**config.mk**
```make
export PLATFORM = sky130hd
export DESIGN_NAME = reaction_game_ctrl
export DESIGN_NICKNAME = d
export VERILOG_FILES = /design/src/rtl/reaction_game_ctrl.sv
export SDC_FILE = /design/constraint.sdc
export NUM_CORES = 1
export LEC_CHECK = 0
export ABC_AREA = 1
export ABC_CLOCK_PERIOD_IN_PS = 2000
export CELL_PAD_IN_SITES_DETAIL_PLACEMENT = 1
export CELL_PAD_IN_SITES_GLOBAL_PLACEMENT = 1
export CORE_ASPECT_RATIO = 1.4
export CORE_MARGIN = 2
export CORE_UTILIZATION = 43
export DETAILED_ROUTE_END_ITERATION = 7
export PLACE_DENSITY = 0.86
export REMOVE_ABC_BUFFERS = 1
export SLEW_MARGIN = 20
export SYNTH_ARGS = -nofsm -noshare
export SYNTH_HDL_FRONTEND = slang
export SYNTH_SLANG_ARGS = --single-unit
```
**constraint.sdc**
```tcl
create_clock -name clk_500Hz -period 2 [get_ports clk_500Hz]
set_input_delay 0.2 -clock clk_500Hz [delete_from_list [all_inputs] [get_ports clk_500Hz]]
set_output_delay 0.2 -clock clk_500Hz [all_outputs]
set_load 0.005 [all_outputs]
```
**src/rtl/reaction_game_ctrl.sv**
```systemverilog
// Reaction-time game sequencer: mode select, LFSR hold-off, ms reaction timing,
// result/foul handling; drives the seven-segment driver controls and the go LED.
module reaction_game_ctrl #(
  parameter int unsigned DELAY_MIN_TICKS = 250,
  parameter logic [9:0]  LFSR_SEED       = 10'h2A5
) (
  input  logic        clk_500Hz,
  input  logic        rst,
  input  logic        btn_start,
  input  logic        btn_react,
  input  logic        btn_mode,
  output logic [1:0]  select,
  output logic [1:0]  mode,
  output logic [13:0] number,
  output logic        led_go
);

  localparam int unsigned NUM_W  = 14;
  localparam int unsigned LFSR_W = 10;
  localparam int unsigned DLY_W  = 16;

  localparam logic [1:0] SEL_MENU   = 2'd0;
  localparam logic [1:0] SEL_WAIT   = 2'd1;
  localparam logic [1:0] SEL_RESULT = 2'd2;
  localparam logic [1:0] SEL_FOUL   = 2'd3;

  typedef enum logic [2:0] {
    S_IDLE,
    S_WAIT,
    S_GO,
    S_RESULT,
    S_FOUL
  } state_t;

  state_t             state_q, state_d;
  logic [1:0]         mode_d;
  logic [NUM_W-1:0]   number_d;
  logic [DLY_W-1:0]   delay_q, delay_d;
  logic [LFSR_W-1:0]  lfsr_q;
  logic [NUM_W-1:0]   limit_c;
  logic [1:0]         select_d;
  logic               led_go_d;

  // Free-running x^10+x^7+1 Fibonacci LFSR; its phase at btn_start sets the hold-off.
  always_ff @(posedge clk_500Hz or posedge rst) begin
    if (rst) lfsr_q <= LFSR_SEED;
    else     lfsr_q <= {lfsr_q[8:0], lfsr_q[9] ^ lfsr_q[6]};
  end

  // Timeout in ms for the current difficulty.
  always_comb begin
    limit_c = NUM_W'(1000);
    case (mode)
      2'b00:   limit_c = NUM_W'(2000);
      2'b01:   limit_c = NUM_W'(1000);
      2'b10:   limit_c = NUM_W'(500);
      default: limit_c = NUM_W'(1000);
    endcase
  end

  always_ff @(posedge clk_500Hz or posedge rst) begin
    if (rst) begin
      state_q <= S_IDLE;
      mode    <= 2'b00;
      number  <= '0;
      delay_q <= '0;
      select  <= SEL_MENU;
      led_go  <= 1'b0;
    end else begin
      state_q <= state_d;
      mode    <= mode_d;
      number  <= number_d;
      delay_q <= delay_d;
      select  <= select_d;
      led_go  <= led_go_d;
    end
  end

  always_comb begin
    state_d  = state_q;
    mode_d   = mode;
    number_d = number;
    delay_d  = delay_q;
    select_d = SEL_MENU;
    led_go_d = 1'b0;

    case (state_q)
      S_IDLE: begin
        if (btn_start) begin
          delay_d  = DLY_W'(DELAY_MIN_TICKS) + DLY_W'(lfsr_q[8:0]);
          number_d = '0;
          state_d  = S_WAIT;
        end else if (btn_mode) begin
          mode_d = (mode == 2'b10) ? 2'b00 : mode + 2'b01;
        end
      end
      S_WAIT: begin
        // An early press takes priority over the hold-off expiring.
        if (btn_react) begin
          number_d = '0;
          state_d  = S_FOUL;
        end else if (delay_q <= DLY_W'(1)) begin
          delay_d  = '0;
          number_d = '0;
          state_d  = S_GO;
        end else begin
          delay_d = delay_q - DLY_W'(1);
        end
      end
      S_GO: begin
        if (btn_react) begin
          state_d = S_RESULT;
        end else if (number == limit_c) begin
          state_d = S_FOUL;
        end else begin
          number_d = number + NUM_W'(2);
        end
      end
      S_RESULT, S_FOUL: begin
        if (btn_start) state_d = S_IDLE;
      end
      default: state_d = S_IDLE;
    endcase

    // Display controls are registered from the next state so they track state_q.
    case (state_d)
      S_IDLE:   select_d = SEL_MENU;
      S_WAIT:   select_d = SEL_WAIT;
      S_GO:     select_d = SEL_WAIT;
      S_RESULT: select_d = SEL_RESULT;
      S_FOUL:   select_d = SEL_FOUL;
      default:  select_d = SEL_MENU;
    endcase
    led_go_d = (state_d == S_GO);
  end

endmodule
```
== Yosys cells after proc, flatten, opt, wreduce, memory -nomap -nowiden ==
Cells that the tools add are included.
Cells by class
  $add $sub $neg: 4
  multiply operators: 0
  divide/modulo/power cells: 0
  magnitude comparators: 1
  equality and inequality tests: 15
  shift operators: 0
  muxes and demuxes: 20
  bitwise gates (word level): 2
  reductions and logical operators: 9
Operator list (count)
  14-bit two-way mux: 5
  16-bit two-way mux: 3
  14-bit one-hot mux with 3 select lines: 1
  16-bit one-hot mux with 2 select lines: 1
  11-bit one-hot mux with 2 select lines: 1
  3-bit two-way mux: 6
  16-bit by 1-bit <= comparator with 1-bit output (second input constant): 1
  16-bit by 1-bit subtractor with 16-bit output (second input constant): 1
  14-bit by 2-bit adder with 14-bit output (second input constant): 1
  14-bit == test: 1
  3-bit by 2-bit == test with 1-bit output (second input constant): 4
  3-bit one-hot mux with 4 select lines: 1
  8-bit by 9-bit adder with 10-bit output (first input constant): 1
  2-bit inequality test (second input constant): 4
  3-bit by 1-bit == test with 1-bit output (second input constant): 2
  3-bit == test (second input constant): 2
  2-bit one-hot mux with 3 select lines: 1
  3-bit AND reduction: 2
  5-bit AND reduction: 1
  2-bit OR reduction: 2
  3-bit logical NOT: 1
  3-bit inequality test (second input constant): 1
  3-bit nonzero test: 1
  2-bit by 1-bit adder with 2-bit output (second input constant): 1
  other kinds (6): 6
Word-level totals
  register bits after elaboration: 48
  latch bits: 0
  memory bits (writable): 0
  bits in read-only memories: 0
  input bits: 5
  output and inout port bits: 19
  word-level logic and storage cells: 58
  memories kept: 0

== Logic depth before layout (Yosys ltp) ==
Gate-level depths: netlist of run 1.
  depth after elaboration: 9
  gate-level depth with buffers: 13
  gate-level depth less buffers: 13

== Worst setup path before layout of run 1 ==
OpenSTA, ideal clock, no wires.
  path kind: register to register
  from: reg delay_q[0]
  to: reg number[8]
  setup time: 0.118 ns
  data arrival time: 1.609 ns
  data required time: 1.882 ns
  slack: 0.273 ns
  stages on the path, launching flop included: 13
  path buffers: 1
  clock period less this slack: 1.727 ns
  path through: dfrtp_1 > inv_1 > ha_1 > inv_1 > nand2_1 > nand2_2 > nor2_4 > nand3_4 > a21oi_4 > nand2_4 > buf_6 > nand2_1 > o21ai_2
Between the ends
  word-level cells in the longest chain between the ends: 3
Ends and longest elaborated chain
  start, declared: line 38  | logic [DLY_W-1:0] delay_q, delay_d;
  start signal, assigned: line 73  | delay_q <= delay_d;
  16-bit by 1-bit <= comparator with 1-bit output: line 102  | end else if (delay_q <= DLY_W'(1)) begin
  3-bit inequality test (no source line)
  5-bit AND reduction (no source line)
  end signal, assigned: line 72  | number <= number_d;
  end, declared: line 14  | output logic [13:0] number,
No other way between the ends.
A chain may end at the register's enable or synchronous reset.

== Worst setup path after layout of run 1 ==
  from: reg delay_q[0]
  to: reg number[5]
The elaborated chain is that of the path after synthesis.

==> results of run 1 <==
logic make-up after synthesis:
| kind of cell | count (synthesis) | synth area share |
|---|---|---|
| simple gates | 225 | 0.352 |
| buf+inv | 63 | 0.0881 |
| compound gates | 49 | 0.106 |
| flops | 47 | 0.400 |
| xor+xnor | 12 | 0.0356 |
| fa+ha+maj | 4 | 0.0169 |
| other cells | 1 | 0.00127 |
path summary, 6_finish.rpt:
| kind | from | endpoint | slack [ns] | depth (start not counted) |
|---|---|---|---|---|
| worst min register to register | lfsr_q[4] | lfsr_q[5] | 0.39 | 0 |
| min in group clk_500Hz | lfsr_q[4] | lfsr_q[5] | 0.39 | 0 |
| max in group asynchronous | rst | lfsr_q[0] | 1.25 | 3 |
| worst min-delay path | rst | number[2] | 0.18 | 2 |
| worst max register to register | delay_q[0] | number[5] | 0.07 | 12 |
| worst max-delay path | delay_q[0] | number[5] | 0.07 | 12 |
power by group:
group	total [mW]	internal (mW)	leakage [nW]	switching [mW]
clock network	0.716	0.375	0.0524	0.341
logic	2.08	0.727	0.967	1.35
registers	1.28	1.11	0.611	0.168
total	4.07	2.21	1.63	1.86
cells in the mapped netlist (all sizes together):
master  number
nand2      117
inv         58
xor2        12
buf          5
o21ai       30
nor3         9
o221ai       1
nand4       12
dfstp        5
nor2        47
a31oi        1
or2          1
nand3       38
a21oi       11
o21bai       1
o211ai       5
dfrtp       42
conb         1
ha           4
nand3b       1
sequential cells by signal (all words and copies together) (netlist names):
name	count
delay_q	16
number	13
lfsr_q	10
state_q	3
mode	2
select	2
led_go	1
routing by layer:
layer | up-vias | part of all wire
met5 | - | 0
met3 | 19 | 0.024
li1 | 1355 | -
met1 | 1399 | 0.38
met4 | 0 | 0.022
met2 | 46 | 0.57
layout make-up:
cell class | instances | area [µm²] | area share
clock buffers | 7 | 76.3 | 0.0217
repair buffers | 34 | 335 | 0.0954
inverters | 58 | 218 | 0.0619
clock inverters | 1 | 30.0 | 0.00854
well taps | 92 | 115 | 0.0328
multi-input cells | 292 | 1560 | 0.443
flip-flops and latches | 47 | 1180 | 0.336
critical path: cells and delay by family, from the launching register on:
| family | cells | cell delay [ns] |
|---|---|---|
| flops | 1 | 0.44 |
| compound gates | 2 | 0.27 |
| simple gates | 6 | 0.55 |
| fa+ha+maj | 1 | 0.17 |
| buf+inv | 3 | 0.38 |
what timing repair did:
item,4_1_cts,5_1_grt
cloned,0,1
setup buffers,0,5
endpoints found under the setup margin,7,21
pin swaps,0,2
hold buffers,0,0
gates resized for setup,1,5
stage by stage:
stage	TNS, ns	area, µm²	instances
after floorplan	0	2910	396
after global placement	0	3310	517
after detailed placement	-0.0218	3310	517
after CTS	0	3430	525
after global routing	-0.119	3510	531
final	0	3510	531
==> impl_results.md, run 1 <==
* DPL Wire Length at 6470 µm
* DIE AREA at 0.00756 mm²
* Met1 Usage GRT at 0.255
* Core box area at 0.00661 mm²
* Layout cells sized above 1 at 0.169
* Syn. warnings at 0
* Gpl congestion at 0.883
* Port bufs at 22
* Final WL at 8880 µm
* Wire per inst at 16.7 µm
* Reg clk slew, reported paths at 0.10 ns
* Seq/Total Area, Yosys at 0.400
* Vias per cell at 5.31
* Most frequent cells in the layout: 109 x nand2_1, 44 x inv_1, 42 x dfrtp_1
* Final setup viols at 0
* Total Power at 4.07 mW
* Crit-path slowest cell: dfrtp_1
* GRT met2 Usage at 0.470
* Synthesized flop and latch total at 47
* Post-place setup slack at -0.0218 ns
* Final Skew at 0.00853 ns
* Hold Crit Class: input port to async pin
* DIE HEIGHT at 102 µm
* Root buffer cell: clkbuf_8
* Fmax at 0.517 GHz
* Crit path launch type: register
* Crit path capture type: register
* Post-synth top area cell: dfrtp_1
* Most common cell after layout, fill and taps aside: nand2_1
* Outcome: complete, no violations
* CTS buffer count at 5
* Critical setup path kind: register to register
* Crit Path Max Fanout at 11
* Layout area overhead at 18.9%
* Final worst path period share at 0.967
* Synthesized area at 0.00296 mm²
* Unique masters post-synth at 32
* GRT busiest layer: met2
* ANT cells at 0
* Drt pass-1 iters at 4
* Met3 Usage GRT at 0.0385
* Num rows at 35
* Antenna violations before repair at 0
* Via count at 2819
* H-tree depth at 2
* Worst vdd ir at 0.537 mV
* Total track usage at 0.243
* CTS tree: built
* Final net count at 447
* Longest Clk Path Bufs at 2
* Grt total ovfl at 0
* Final Hold Violating Endpoints at 0
* CP arrival at 2.13 ns
* Max-Cap Viols at 0
* Syn Area/Cell at 7.37 µm²
* Largest net degree at the start of global routing at 24
* Clock sinks at 47
* Die width at 74.1 µm
* LEAKAGE at 1.63 nW
* Critical Path Max Stage Delay at 0.44 ns
* ANT nets after route at 0
* I/O Pins at 24
* First-pass GRT wire length at 14100 µm
* Hold_ws at 0.181 ns
* Filler cells at 836
* Crit path required time at 2.19 ns
* Initial Util at 0.447
* DRC at 0
* Pwr Density at 1160 mW/mm²
* Synth area leaders: dfrtp_1 36%, nand2_1 14%, nand3_1 5.9%, inv_1 5.8%, nor2_1 4.6%
* Fin. max-slew vios at 0
* Setup ws final at 0.0655 ns
* Crit path time final at 1.93 ns
* 1st-iter DRT viols at 147
* Post-synth top area share at 0.356
* Vias in the first global route at 3001
* Most frequent CP cell: nand2_2
* Synthesized instance count at 401
* Util after Layout at 0.532
* Latest clock arrival within the worst-skew pair at 0.30 ns
* Worst path cell trace: inv_2 -> ha_4 -> inv_1 -> nand2_1 -> nand2_2 -> nor2_4 -> nand3_4 -> a21oi_4 -> buf_4 -> nand2_8 -> nand2_2 -> o21ai_2
(Power assumes the default switching activity.)
==> run 2, diff against run 1 <==
--- a/config.mk
+++ b/config.mk
@@ -12,7 +12,9 @@
 export CORE_ASPECT_RATIO = 1.4
 export CORE_MARGIN = 2
 export CORE_UTILIZATION = 43
+export CTS_CLUSTER_SIZE = 10
 export DETAILED_ROUTE_END_ITERATION = 7
+export GPL_TIMING_DRIVEN = 0
 export PLACE_DENSITY = 0.86
 export REMOVE_ABC_BUFFERS = 1
 export SLEW_MARGIN = 20
==> impl_results.md, run 2 (same netlist as run 1, synthesis figures left out) <==
* Outcome: complete, no violations (unchanged)
* Fin. max-slew vios at 0 (unchanged)
* Crit path required time at 2.27 ns (was 2.19 ns)
* Core box area at 0.00661 mm² (unchanged)
* Root buffer cell: clkbuf_8 (unchanged)
* Most common cell after layout, fill and taps aside: nand2_1 (unchanged)
* Fmax at 0.520 GHz (was 0.517 GHz)
* GRT busiest layer: met2 (unchanged)
* First-pass GRT wire length at 14600 µm (was 14100 µm)
* Antenna violations before repair at 0 (unchanged)
* Crit path launch type: register (unchanged)
* Crit path capture type: register (unchanged)
* Vias in the first global route at 2999 (was 3001)
* Max reg flops at 16 (unchanged)
* Final setup viols at 0 (unchanged)
* Critical setup path kind: register to register (unchanged)
* Num rows at 35 (unchanged)
* Worst vdd ir at 0.523 mV (was 0.537 mV)
* Port bufs at 22 (unchanged)
* Relative max-transition margin at 0.661
* Wire per inst at 17.1 µm (was 16.7 µm)
* CTS tree: built (unchanged)
* Clock sinks at 47 (unchanged)
* Final Hold Violating Endpoints at 0 (unchanged)
* Hold Crit Class: input port to async pin (unchanged)
* Largest regs: delay_q (16), number (13), lfsr_q (10) (unchanged)
* CTS buffer count at 5 (unchanged)
* Met1 Usage GRT at 0.269 (was 0.255)
* Met3 Usage GRT at 0.0345 (was 0.0385)
* Layout cells sized above 1 at 0.182 (was 0.169)
* Max-Cap Viols at 0 (unchanged)
* GRT met2 Usage at 0.484 (was 0.470)
* ANT nets after route at 0 (unchanged)
* Drt pass-1 iters at 4 (unchanged)
* Vias per cell at 5.39 (was 5.31)
* Grt total ovfl at 0 (unchanged)
* Longest Clk Path Bufs at 2 (unchanged)
* Initial Util at 0.447 (unchanged)
* Slew @ Worst Pin at 0.504 ns
* Final net count at 447 (unchanged)
* CP arrival at 2.19 ns (was 2.13 ns)
* DIE HEIGHT at 102 µm (unchanged)
* Hold-fix buffers, CTS at 0 (unchanged)
* H-tree depth at 2 (unchanged)
* DPL Wire Length at 6260 µm (was 6470 µm)
* Most flop-heavy register: delay_q (unchanged)
* Crit path time final at 1.92 ns (was 1.93 ns)
* Total track usage at 0.254 (was 0.243)
* Final Skew at 0.0192 ns (was 0.00853 ns)
* Largest net degree at the start of global routing at 34 (was 24)
* Post-place setup slack at -0.131 ns (was -0.0218 ns)
* Gpl congestion at 0.867 (was 0.883)
* Final worst path period share at 0.961 (was 0.967)
* Crit Path Max Fanout at 8 (was 11)
* Via count at 2863 (was 2819)
* LEAKAGE at 1.61 nW (was 1.63 nW)
* Layout area overhead at 19.1% (was 18.9%)
* DIE AREA at 0.00756 mm² (unchanged)
* Most frequent cells in the layout: 107 x nand2_1, 42 x inv_1, 42 x dfrtp_1 (was 109 x nand2_1, 44 x inv_1, 42 x dfrtp_1)
* 1st-iter DRT viols at 53 (was 147)
* Setup_tns at 0 ns (unchanged)
* ANT cells at 0 (unchanged)
* DRC at 0 (unchanged)
* Setup ws final at 0.0773 ns (was 0.0655 ns)
* Reg clk slew, reported paths at 0.11 ns (was 0.10 ns)
* Final WL at 9090 µm (was 8880 µm)
* RSZ-0062 raised after global routing: true
* Die width at 74.1 µm (unchanged)
* Latest clock arrival within the worst-skew pair at 0.32 ns (was 0.30 ns)
* I/O Pins at 24 (unchanged)
* Pwr Density at 1140 mW/mm² (was 1160 mW/mm²)
## run 2: cell count changes in the layout (fill, tap and decap cells not counted), sizes merged
cell,change
clkbuf,-2
clkinvlp,+2
bufinv,-1
inv,+1
## run 2: path summary, 6_finish.rpt
path | startpoint | endpoint | slack, ns | cells after the start
worst max-delay path | number[1] | number[9] | 0.08 | 8
worst min-delay path | rst | led_go | 0.16 | 2
worst max register to register | number[1] | number[9] | 0.08 | 8
worst min register to register | lfsr_q[2] | lfsr_q[3] | 0.40 | 0
max in group asynchronous | rst | lfsr_q[2] | 1.26 | 3
min in group clk_500Hz | lfsr_q[2] | lfsr_q[3] | 0.40 | 0
## run 2: worst max-delay path, stage by stage (launching register included)
cell     delay, ns
dfrtp_1       0.49
ha_1          0.34
nand2_1       0.12
nor2_1        0.35
nand2_1       0.12
xor2_1        0.16
nor2_1        0.14
nand3_1       0.09
nand2_1       0.07
## run 2: final cells by class
type / instances / area, µm²
fillers: 844 / 3090
multi-input cells: 292 / 1570
flip-flops and latches: 47 / 1180
repair buffers: 34 / 335
inverters: 58 / 221
well taps: 92 / 115
clock buffers: 5 / 68.8
clock inverters: 3 / 27.5
## run 2: repair_timing
| item | CTS | global route |
|---|---|---|
| gates resized for setup | 4 | 8 |
| pin swaps | 2 | 2 |
| gates cloned | 1 | 0 |
| buffers inserted | 2 | 9 |
| setup endpoints to repair | 16 | 23 |
## run 2: power by group
group / switching, mW / internal, mW
Sequential: 0.167 / 1.11
Clock: 0.383 / 0.260
Combinational: 1.36 / 0.723
## run 2: layer usage
layer  up-vias  wire, µm  share of wire
li1       1369         -              -
met1      1423      3490           0.38
met2        50      5170           0.57
met3        21       179          0.020
met4         0       243          0.027
met5         -         0              0
## run 2: metrics by stage
stage	cell area (µm²)	cells	total power, mW	hold WS [ns]	util
after floorplan	2910	396	2.42	0.355	-
after global placement	3250	510	2.88	0.365	0.491
after detailed placement	3270	511	2.96	0.386	0.494
after CTS	3430	522	3.87	0.171	0.519
after global routing	3520	531	4.29	0.185	0.532
final	3520	531	4.01	0.163	0.532
==> run 3, diff against run 2 <==
--- a/config.mk
+++ b/config.mk
@@ -9,7 +9,6 @@
 export ABC_CLOCK_PERIOD_IN_PS = 2000
 export CELL_PAD_IN_SITES_DETAIL_PLACEMENT = 1
 export CELL_PAD_IN_SITES_GLOBAL_PLACEMENT = 1
-export CORE_ASPECT_RATIO = 1.4
 export CORE_MARGIN = 2
 export CORE_UTILIZATION = 43
 export CTS_CLUSTER_SIZE = 10
@@ -17,6 +16,7 @@
 export GPL_TIMING_DRIVEN = 0
 export PLACE_DENSITY = 0.86
 export REMOVE_ABC_BUFFERS = 1
+export SETUP_SLACK_MARGIN = 0.02
 export SLEW_MARGIN = 20
 export SYNTH_ARGS = -nofsm -noshare
 export SYNTH_HDL_FRONTEND = slang
==> impl_results.md, run 3 (same netlist as run 1, synthesis figures left out) <==
* Grt total ovfl at 0 (unchanged)
* Critical setup path kind: register to register (unchanged)
* Relative max-transition margin at 0.641 (was 0.661)
* Final worst path period share at 0.949 (was 0.961)
* Reg clk slew, reported paths at 0.09 ns (was 0.11 ns)
* Vias per cell at 5.37 (was 5.39)
* Port bufs at 22 (unchanged)
* Pwr Density at 1120 mW/mm² (was 1140 mW/mm²)
* Reg2Reg Setup Slack at 0.10 ns (was 0.08 ns)
* Num rows at 30 (was 35)
* Die width at 86.9 µm (was 74.1 µm)
* Area occupied by multi-input gates at 0.00160 mm² (was 0.00157 mm²)
* H-tree depth at 2 (unchanged)
* Total Power at 3.98 mW (was 4.01 mW)
* 1st-iter DRT viols at 212 (was 53)
* Hold-fix buffers, CTS at 0 (unchanged)
* CTS tree: built (unchanged)
* Crit path required time at 2.22 ns (was 2.27 ns)
* Layout cells sized above 1 at 0.195 (was 0.182)
* Total track usage at 0.234 (was 0.254)
* Crit Path Max Fanout at 6 (was 8)
* I/O Pins at 24 (unchanged)
* CTS buffer count at 5 (unchanged)
* Longest Clk Path Bufs at 2 (unchanged)
* DRC at 0 (unchanged)
* Gpl congestion at 0.806 (was 0.867)
* First-pass GRT wire length at 13800 µm (was 14600 µm)
* Final Skew at 0.0107 ns (was 0.0192 ns)
* Root buffer cell: clkbuf_8 (unchanged)
* Filler cells at 858 (was 844)
* ANT nets after route at 0 (unchanged)
* Outcome: complete, no violations (unchanged)
* Slew @ Worst Pin at 0.538 ns (was 0.504 ns)
* Largest net degree at the start of global routing at 26 (was 34)
* Crit path time final at 1.90 ns (was 1.92 ns)
* Final WL at 8740 µm (was 9090 µm)
* Max reg flops at 16 (unchanged)
* Wire per inst at 16.7 µm (was 17.1 µm)
* DPL Wire Length at 5820 µm (was 6260 µm)
* Setup ws final at 0.103 ns (was 0.0773 ns)
* LEAKAGE at 1.63 nW (was 1.61 nW)
* Latest clock arrival within the worst-skew pair at 0.32 ns (about the same)
* Fmax at 0.527 GHz (was 0.520 GHz)
* Vias in the first global route at 2812 (was 2999)
* Crit path capture type: register (unchanged)
* Max-Cap Viols at 0 (unchanged)
* Util after Layout at 0.527 (was 0.532)
* Via count at 2804 (was 2863)
* ANT cells at 0 (unchanged)
* Crit path launch type: register (unchanged)
* RSZ-0062 raised after global routing: false (was true)
* Register area at 0.00118 mm² (about the same)
* Fin. max-slew vios at 0 (unchanged)
* Most frequent cells in the layout: 107 x nand2_1, 41 x dfrtp_1, 40 x inv_1 (was 107 x nand2_1, 42 x inv_1, 42 x dfrtp_1)
* Clock sinks at 47 (unchanged)
* Post-place setup slack at -0.0612 ns (was -0.131 ns)
* Drt pass-1 iters at 4 (unchanged)
* Final setup viols at 0 (unchanged)
* DIE AREA at 0.00755 mm² (was 0.00756 mm²)
* Initial Util at 0.440 (was 0.447)
* Final net count at 451 (was 447)
* Largest regs: delay_q (16), number (13), lfsr_q (10) (unchanged)
* Core box area at 0.00672 mm² (was 0.00661 mm²)
* Antenna violations before repair at 0 (unchanged)
* Most common cell after layout, fill and taps aside: nand2_1 (unchanged)
* CP arrival at 2.11 ns (was 2.19 ns)
* Layout area overhead at 19.9% (was 19.1%)
* Hold Crit Class: input port to async pin (unchanged)
* Most flop-heavy register: delay_q (unchanged)
* Final Hold Violating Endpoints at 0 (unchanged)
* Worst vdd ir at 0.356 mV (was 0.523 mV)
* DIE HEIGHT at 86.9 µm (was 102 µm)
* Hold_ws at 0.237 ns (was 0.163 ns)
==> run 3: changes by cell type in the layout (fill, tap and decap cells not counted), sizes merged <==
cell      delta
clkinv       +1
clkbuf       +1
clkinvlp     -1
inv          -2
buf          +2
nand2        +2
==> run 3: through the flow <==
| step | instance area, µm² | cells | setup TNS (ns) |
|---|---|---|---|
| floorplan | 2910 | 396 | 0 |
| global placement | 3230 | 498 | -12.86 |
| detailed placement | 3250 | 499 | -0.471 |
| CTS | 3360 | 507 | 0 |
| global route | 3540 | 522 | 0 |
| finish | 3540 | 522 | 0 |
==> run 3: layout make-up <==
type	count	share of cell area
multi-input combinational	294	0.452
clock buffer	6	0.0233
clock inverter	1	0.00141
timing repair buffer	36	0.0985
sequential	47	0.334
tap	80	0.0282
inverter	58	0.0625
==> run 3: critical path: stages (launching register included) <==
cell and delay (ns):
dfrtp_1 0.45, inv_2 0.12, ha_4 0.14, inv_2 0.05
nand2_2 0.06, nand2_2 0.06, nor2_4 0.13, nand3_4 0.10
a21oi_4 0.29, buf_6 0.15, nand2_4 0.09, nand2_1 0.10
o21ai_2 0.05
==> run 3: repair_timing <==
item                                    CTS  global route
endpoints found under the setup margin   14            24
gates resized for setup                   2            17
buffers inserted                          1            12
gates cloned                              0             3
pin swaps                                 1             7
==> run 3: power by group <==
group	internal, mW	switching, mW
combinational	0.729	1.36
sequential	1.11	0.164
clock	0.272	0.345
==> run 3: final timing paths <==
| check | startpoint | endpoint | cells past startpoint |
|---|---|---|---|
| max in group asynchronous | rst | lfsr_q[7] | 3 |
| hold reg to reg | lfsr_q[4] | lfsr_q[5] | 0 |
| hold / removal | rst | number[8] | 2 |
| min in group clk_500Hz | lfsr_q[4] | lfsr_q[5] | 0 |
| setup / recovery | delay_q[0] | number[7] | 12 |
| setup reg to reg | delay_q[0] | number[7] | 12 |
==> run 3: routing by layer <==
layer	wire length (µm)	up-vias	global-route usage
li1	-	1371	-
met1	4040	1369	0.318
met2	4260	54	0.378
met3	314	10	0.0398
met4	125	0	0.0767
met5	0	-	0
